## src/rtl/match_tally_pkg.sv

```systemverilog
// Shared types and limits for the match tally block.
package match_tally_pkg;
  typedef enum logic {L_IDLE, L_HOLD} led_state_t;
  localparam logic [7:0] GAP_MAX = 8'd255;
  localparam logic [3:0] BCD_MAX = 4'd9;
endpackage

```

## src/rtl/match_tally_bcd_counter2.sv

```systemverilog
// Two-digit BCD incrementer with wrap/saturate at 99; one-cycle update latency.
// carry_out is combinational, flagging an increment that arrives while at 99; no backpressure.
module bcd_counter2
  import match_tally_pkg::*;
#(
  parameter bit WRAP = 1'b1
) (
  input  logic       clk,
  input  logic       reset,
  input  logic       clr,
  input  logic       inc,
  output logic [3:0] tens,
  output logic [3:0] ones,
  output logic       carry_out
);

  logic at_max;

  assign at_max    = (tens == BCD_MAX) && (ones == BCD_MAX);
  assign carry_out = inc && !clr && at_max;

  always_ff @(posedge clk or negedge reset) begin
    if (!reset) begin
      tens <= 4'd0;
      ones <= 4'd0;
    end else if (clr) begin
      tens <= 4'd0;
      ones <= 4'd0;
    end else if (inc) begin
      if (ones != BCD_MAX) begin
        ones <= ones + 4'd1;
      end else if (tens != BCD_MAX) begin
        ones <= 4'd0;
        tens <= tens + 4'd1;
      end else if (WRAP) begin
        ones <= 4'd0;
        tens <= 4'd0;
      end
    end
  end

endmodule

```

## src/rtl/match_tally.sv

```systemverilog
// Counts detector match edges (BCD), stretches them into an LED pulse and measures edge spacing.
// All effects visible one cycle after match_in rises; pure consumer, no backpressure.
module match_tally
  import match_tally_pkg::*;
#(
  parameter int HOLD_CYCLES = 8,
  parameter bit WRAP        = 1'b1
) (
  input  logic       clk,
  input  logic       reset,
  input  logic       match_in,
  input  logic       clear,
  output logic [3:0] count_tens,
  output logic [3:0] count_ones,
  output logic       overflow,
  output logic       led_hold,
  output logic [7:0] last_gap,
  output logic       gap_valid
);

  localparam int HW = $clog2(HOLD_CYCLES + 1);
  localparam logic [HW-1:0] HOLD_RELOAD = HW'(HOLD_CYCLES - 1);

  logic          prev;
  logic          match_edge;
  logic          take;
  logic          carry_out;
  logic [7:0]    gap_cnt;
  logic          seen_first;
  led_state_t    led_state;
  logic [HW-1:0] hold_cnt;

  assign match_edge = match_in && !prev;
  // A clear in the same cycle swallows the edge entirely.
  assign take       = match_edge && !clear;
  assign led_hold   = (led_state == L_HOLD);

  always_ff @(posedge clk or negedge reset) begin
    if (!reset) prev <= 1'b0;
    else        prev <= match_in;
  end

  bcd_counter2 #(.WRAP(WRAP)) u_bcd (
    .clk       (clk),
    .reset     (reset),
    .clr       (clear),
    .inc       (take),
    .tens      (count_tens),
    .ones      (count_ones),
    .carry_out (carry_out)
  );

  // gap_cnt restarts at 1 on an edge, so at the next edge it already equals the spacing.
  always_ff @(posedge clk or negedge reset) begin
    if (!reset) begin
      overflow   <= 1'b0;
      gap_cnt    <= 8'd0;
      last_gap   <= 8'd0;
      gap_valid  <= 1'b0;
      seen_first <= 1'b0;
    end else if (clear) begin
      overflow   <= 1'b0;
      gap_cnt    <= 8'd0;
      last_gap   <= 8'd0;
      gap_valid  <= 1'b0;
      seen_first <= 1'b0;
    end else begin
      if (carry_out) overflow <= 1'b1;
      if (take) begin
        gap_cnt    <= 8'd1;
        seen_first <= 1'b1;
        if (seen_first) begin
          last_gap  <= gap_cnt;
          gap_valid <= 1'b1;
        end
      end else if (gap_cnt != GAP_MAX) begin
        gap_cnt <= gap_cnt + 8'd1;
      end
    end
  end

  always_ff @(posedge clk or negedge reset) begin
    if (!reset) begin
      led_state <= L_IDLE;
      hold_cnt  <= '0;
    end else if (clear) begin
      led_state <= L_IDLE;
      hold_cnt  <= '0;
    end else begin
      case (led_state)
        L_IDLE: begin
          if (take) begin
            led_state <= L_HOLD;
            hold_cnt  <= HOLD_RELOAD;
          end
        end
        L_HOLD: begin
          if (take) begin
            hold_cnt <= HOLD_RELOAD;
          end else if (hold_cnt == '0) begin
            led_state <= L_IDLE;
          end else begin
            hold_cnt <= hold_cnt - 1'b1;
          end
        end
        default: led_state <= L_IDLE;
      endcase
    end
  end

endmodule

```

## config.mk

```make
export PLATFORM = sky130hd
export DESIGN_NAME = match_tally
export DESIGN_NICKNAME = d
export VERILOG_FILES = /design/src/rtl/match_tally_pkg.sv /design/src/rtl/match_tally_bcd_counter2.sv /design/src/rtl/match_tally.sv
export SDC_FILE = /design/constraint.sdc
export NUM_CORES = 1
export LEC_CHECK = 0
export ABC_AREA = 0
export CORE_MARGIN = 2
export CORE_UTILIZATION = 51
export CTS_BUF_LIST = sky130_fd_sc_hd__clkbuf_8
export DETAILED_ROUTE_END_ITERATION = 10
export GPL_TIMING_DRIVEN = 0
export PLACE_DENSITY_LB_ADDON = 0.15
export RECOVER_POWER = 100
export SLEW_MARGIN = 20
export SYNTH_ARGS = -nofsm -noshare
export SYNTH_HDL_FRONTEND = slang
export SYNTH_SLANG_ARGS = --single-unit
```

## constraint.sdc

```tcl
create_clock -name clk -period 1.45 [get_ports clk]
set_input_delay 0.29 -clock clk [delete_from_list [all_inputs] [get_ports clk]]
set_output_delay 0.29 -clock clk [all_outputs]
set_load 0.05 [all_outputs]
```

# After elaboration in Yosys (flattened, before gate mapping)
# Cells that the tools add are included.
# word_totals
output_inout_bits	19
wordCells	68
regBits	33
# op_classes
addsub	4
bitwise	1
n_reduce_logical	15
muxes	30
eq_ne	8
# ops
op	n
8-bit two-way mux	6
4-bit two-way mux	11
1-bit two-way mux	11
4-bit by 1-bit adder with 4-bit output (second input constant)	2
8-bit by 1-bit adder with 8-bit output (second input constant)	1
4-bit == test (second input constant)	2
4-bit != test (second input constant)	2
8-bit != test (second input constant)	1
4-bit one-hot mux with 2 select lines	1
2-bit AND reduction	3
2-bit nonzero test	3
1-bit logical AND	5
4-bit logical NOT	1
4-bit by 3-bit != test with 1-bit output (second input constant)	1
4-bit by 1-bit subtractor with 4-bit output (second input constant)	1
3-bit by 2-bit != test with 1-bit output (second input constant)	1
3-bit nonzero test	1
1-bit logical NOT	2
2-bit != test (second input constant)	1
1-bit one-hot mux with 2 select lines	1
1-bit NOT	1

# Logic depth before layout (Yosys ltp)
# depth
ltp_word	7
depth_mapped	5

# Hierarchy
# Synthesis repeated with hierarchy kept, for this count alone.
# hier_totals
hier_cells	169
hier_area_um2	1710.4
# by_module_without_submodules
mod	area_each_um2	instances	cells_each	seq_area_each_um2
match_tally	1208.7	1	117	625.6
bcd_counter2	501.7	1	52	200.2

# Least setup slack after synthesis
# Ideal clock, no wire load.
# synth_path
path_type	flip-flop to flip-flop
startpoint	reg u_bcd.ones[0]
endpoint	reg u_bcd.tens[3]
synth_period_minus_slack_ns	1.864
required_ns	1.368
arrival_ns	1.782
path_buffers	0
slack_ns	-0.414
stages_incl_launch_ff	5
setup_time_ns	0.082
cell_sequence	dfrtp_1 -> ha_1 -> nand3b_1 -> or4_1 -> a31oi_1
# synth_via
elab_chain_cells	3
# synth_rtl
item	line_no	text
start, declared	match_tally_bcd_counter2.sv:13	output logic [3:0] ones,
start signal, assigned	match_tally_bcd_counter2.sv:31	ones <= ones + 4'd1;
4-bit != test	match_tally_bcd_counter2.sv:30	if (ones != BCD_MAX) begin
2-bit != test (no source line)	-	
2-bit AND reduction (no source line)	-	
end signal, assigned	match_tally_bcd_counter2.sv:34	tens <= tens + 4'd1;
end, declared	match_tally_bcd_counter2.sv:12	output logic [3:0] tens,
# Every way passes these cells.
# A chain may end at the register's enable or synchronous reset.

# Final worst setup path
# layout_path
startpoint	reg hold_cnt[0]
endpoint	reg hold_cnt[1]
# layout_via
elab_chain_cells	5
# layout_rtl
item	line_no	text
start, declared	match_tally.sv:31	logic [HW-1:0] hold_cnt;
start signal, assigned	match_tally.sv:103	hold_cnt <= hold_cnt - 1'b1;
4-bit by 1-bit subtractor with 4-bit output	match_tally.sv:103	
4-bit two-way mux	match_tally.sv:100	end else if (hold_cnt == '0) begin
4-bit two-way mux	match_tally.sv:98	if (take) begin
4-bit one-hot mux with 2 select lines	match_tally.sv:90	case (led_state)
4-bit two-way mux	match_tally.sv:86	end else if (clear) begin
# Parallel ways exist; a longest one is shown, timed or not. The select of a mux whose other input is x is not followed.

==> results.txt <==
Post-Syn Instances: 167
Worst EP arrival: 1.71 ns
critical path startpoint category: flip-flop
Setup Crit Path Kind: reg -> reg
worst-margin pin slew: 0.801 ns
register share of total power: 52.4%
Setup WS pre-CTS: -0.370 ns
global-route wire length before repair: 6.29 mm
vias in the first global route: 1352
Switching Fraction: 26.9%
internal power: 1360 uW
Yosys reg bits: 33
layout cell share with drive strength beyond 1: 30.0%
RR Startpoint: hold_cnt[0]
period utilisation layout: 105%
core area: 3080 um2
die width: 61.3 um
# Max-Cap Violations: 0
Syn Area/Cell: 10.0 um2
status: finished, violations left
CTS tree: built
grt met3 use: 6.51%
max_slew headroom: 46.6%
First-pass DRT Iterations: 4
H-Tree Depth: 2
PD cells: 885 nW/um2
# DRC: 0
sequential share of the synthesized area: 49.3%
ANT nets after route: 0
clock root buffer: clkbuf_8
Die Y-Extent: 61.3 um
Setup TNS: -0.212 ns
row count: 20
gp weighted congestion: 0.833
I/O pin count: 23
Num CTS Buffers: 5
post-layout util: 68.3%
top_reg_cell synth: dfrtp_1
RSZ-0062 raised after global routing: true
DR WL/cell: 15.9 um
Bufs on Longest Clock Path: 2
min Tclk post-route: 1.52 ns
final net count: 213
largest fanout on the critical path: 5
cell area after layout: 2100 um2
endpoints failing setup: 6
Ys Warns: 0
Psw: 500 uW
Synth top area share: 49.3%
failing checks: setup timing
Placement Cell Area: 1960 um2
fill count: 248
port bufs: 21
via count: 1440
count of different cell masters after synthesis: 36
final hold vios: 0
Critical Path RT: 1.64 ns
Starting Density: 54.4%
routed wire length: 3.93 mm
busiest grt layer: met2
Clock Pin Slew Worst Setup and Hold Paths: 0.07 ns
most frequent cells after synthesis: dfrtp_1, nor2_1, mux2i_1
DR iter-0 viols: 118
Mapped Nets: 178
area delta synth->final: 25.6%
fraction of registers with async set or reset after synthesis: 100%
mapped cell area: 1670 um2
Worst VDD drop: 0.628 mV
GRT Resource Usage Total: 23.5%
Achievable Freq: 656 MHz
Post-synth EDFFs: 0
Vias per Instance: 5.83
Slew Viols, Final: 0
leakage: 0.000971 uW
pin count of the biggest net entering global routing: 34
Antenna Diode Count: 0
Yosys top cell by area: dfrtp_1
clock share of power: 35.2%
Die ar.: 3760 um2
Setup Skew: 0.00677 ns
hpwl dp: 2.47 mm
grt total ovfl: 0
initial antenna violation count: 0
Area contributors post-synth: dfrtp_1, mux2i_1, ha_1
Worst Setup SP: hold_cnt[0]
met2 Use GR: 32.7%
Gate power share: 12.4%
nature of the critical path endpoint: flip-flop
Hold Crit Class: in -> async
worst setup margin: -0.0733 ns
grt met1 use: 32.5%
Sink Count: 33
most frequent cell after synthesis: dfrtp_1
clk_lat worst skew: 0.29 ns
-- power by group through the flow --
stage	registers (uW)	logic, uW	clock network [uW]
floorplan	1010	104	0
global placement	989	187	0
detailed placement	991	194	0
CTS	973	219	668
global route	978	258	701
finish	975	231	655
-- per-stage QoR --
stage	instances	power, uW	hold WS [ns]
final	247	1860	0.0764
after global routing	247	1940	0.152
after CTS	249	1860	0.0716
after detailed placement	232	1190	0.382
after global placement	232	1180	0.479
after floorplan	167	1110	-0.00559
-- per-layer routing --
| layer | vias to the layer above | wire length, um |
|---|---|---|
| met5 | - | 0 |
| met4 | 0 | 75 |
| met3 | 10 | 213 |
| met2 | 49 | 1880 |
| met1 | 700 | 1770 |
| li1 | 681 | - |
-- logic make-up after synthesis --
logic type / after synthesis / synth area share (%)
buffers and inverters: 18 / 4.63
AOI/OAI and AO/OA: 33 / 13.1
and+or+nand+nor: 64 / 20.7
muxes: 10 / 5.98
adders and majority gates: 7 / 5.23
xor gates and xnor gates: 2 / 1.05
DFF: 33 / 49.3
-- registers in the layout, summed over array words and instances (netlist names) --
signal	cells
gap_cnt	8
gap_valid	1
hold_cnt	4
last_gap	8
led_hold	1
overflow	1
prev	1
seen_first	1
u_bcd.ones	4
u_bcd.tens	4
-- cell usage in the layout (no fill, tap or decap), types with 5 or more instances in the layout --
master    netlist  layout
nor2_1         18      18
a31oi_1         7       7
clkbuf_2        0      14
a21oi_1         8       6
nand2_1         8       7
buf_4           0      12
clkbuf_8        0       5
nor3_1          7       7
dfrtp_1        33      28
nand3_1         7       7
mux2i_1        10      10
dfrtp_2         0       5
inv_1           7       5
-- worst max-delay path: stages (launching register included) --
cell      delay, ns
dfrtp_1        0.40
inv_2          0.07
ha_1           0.13
or3b_4         0.41
and4_4         0.22
a311oi_2       0.21
-- layout make-up --
class	count	area [um2]	share of cell area, %
sequential	33	832	39.6
buffer	7	35.0	1.67
inverter	7	26.3	1.25
clock buffer	5	68.8	3.27
timing repair buffer	32	226	10.8
tap	44	55.1	2.62
clock inverter	3	13.8	0.655
multi-input combinational	116	845	40.2
-- what timing repair did --
item | in CTS | in global routing
hold buffers | 0 | 0
resized for setup | 58 | 25
buffers inserted | 9 | 2
pin swaps | 5 | 3
setup endpoints to repair | 33 | 30
gates cloned | 0 | 0
-- path summary, 6_finish.rpt --
check,endpoint,slack (ns),cells after the start
worst max-delay path,hold_cnt[1],-0.07,5
worst min-delay path,gap_valid,0.08,1
worst max register to register,hold_cnt[1],-0.07,5
worst min register to register,seen_first,0.50,2
max in group asynchronous,u_bcd.ones[3],0.81,1
min in group clk,prev,0.35,1
Note: power is estimated with default switching activity, not from simulation.
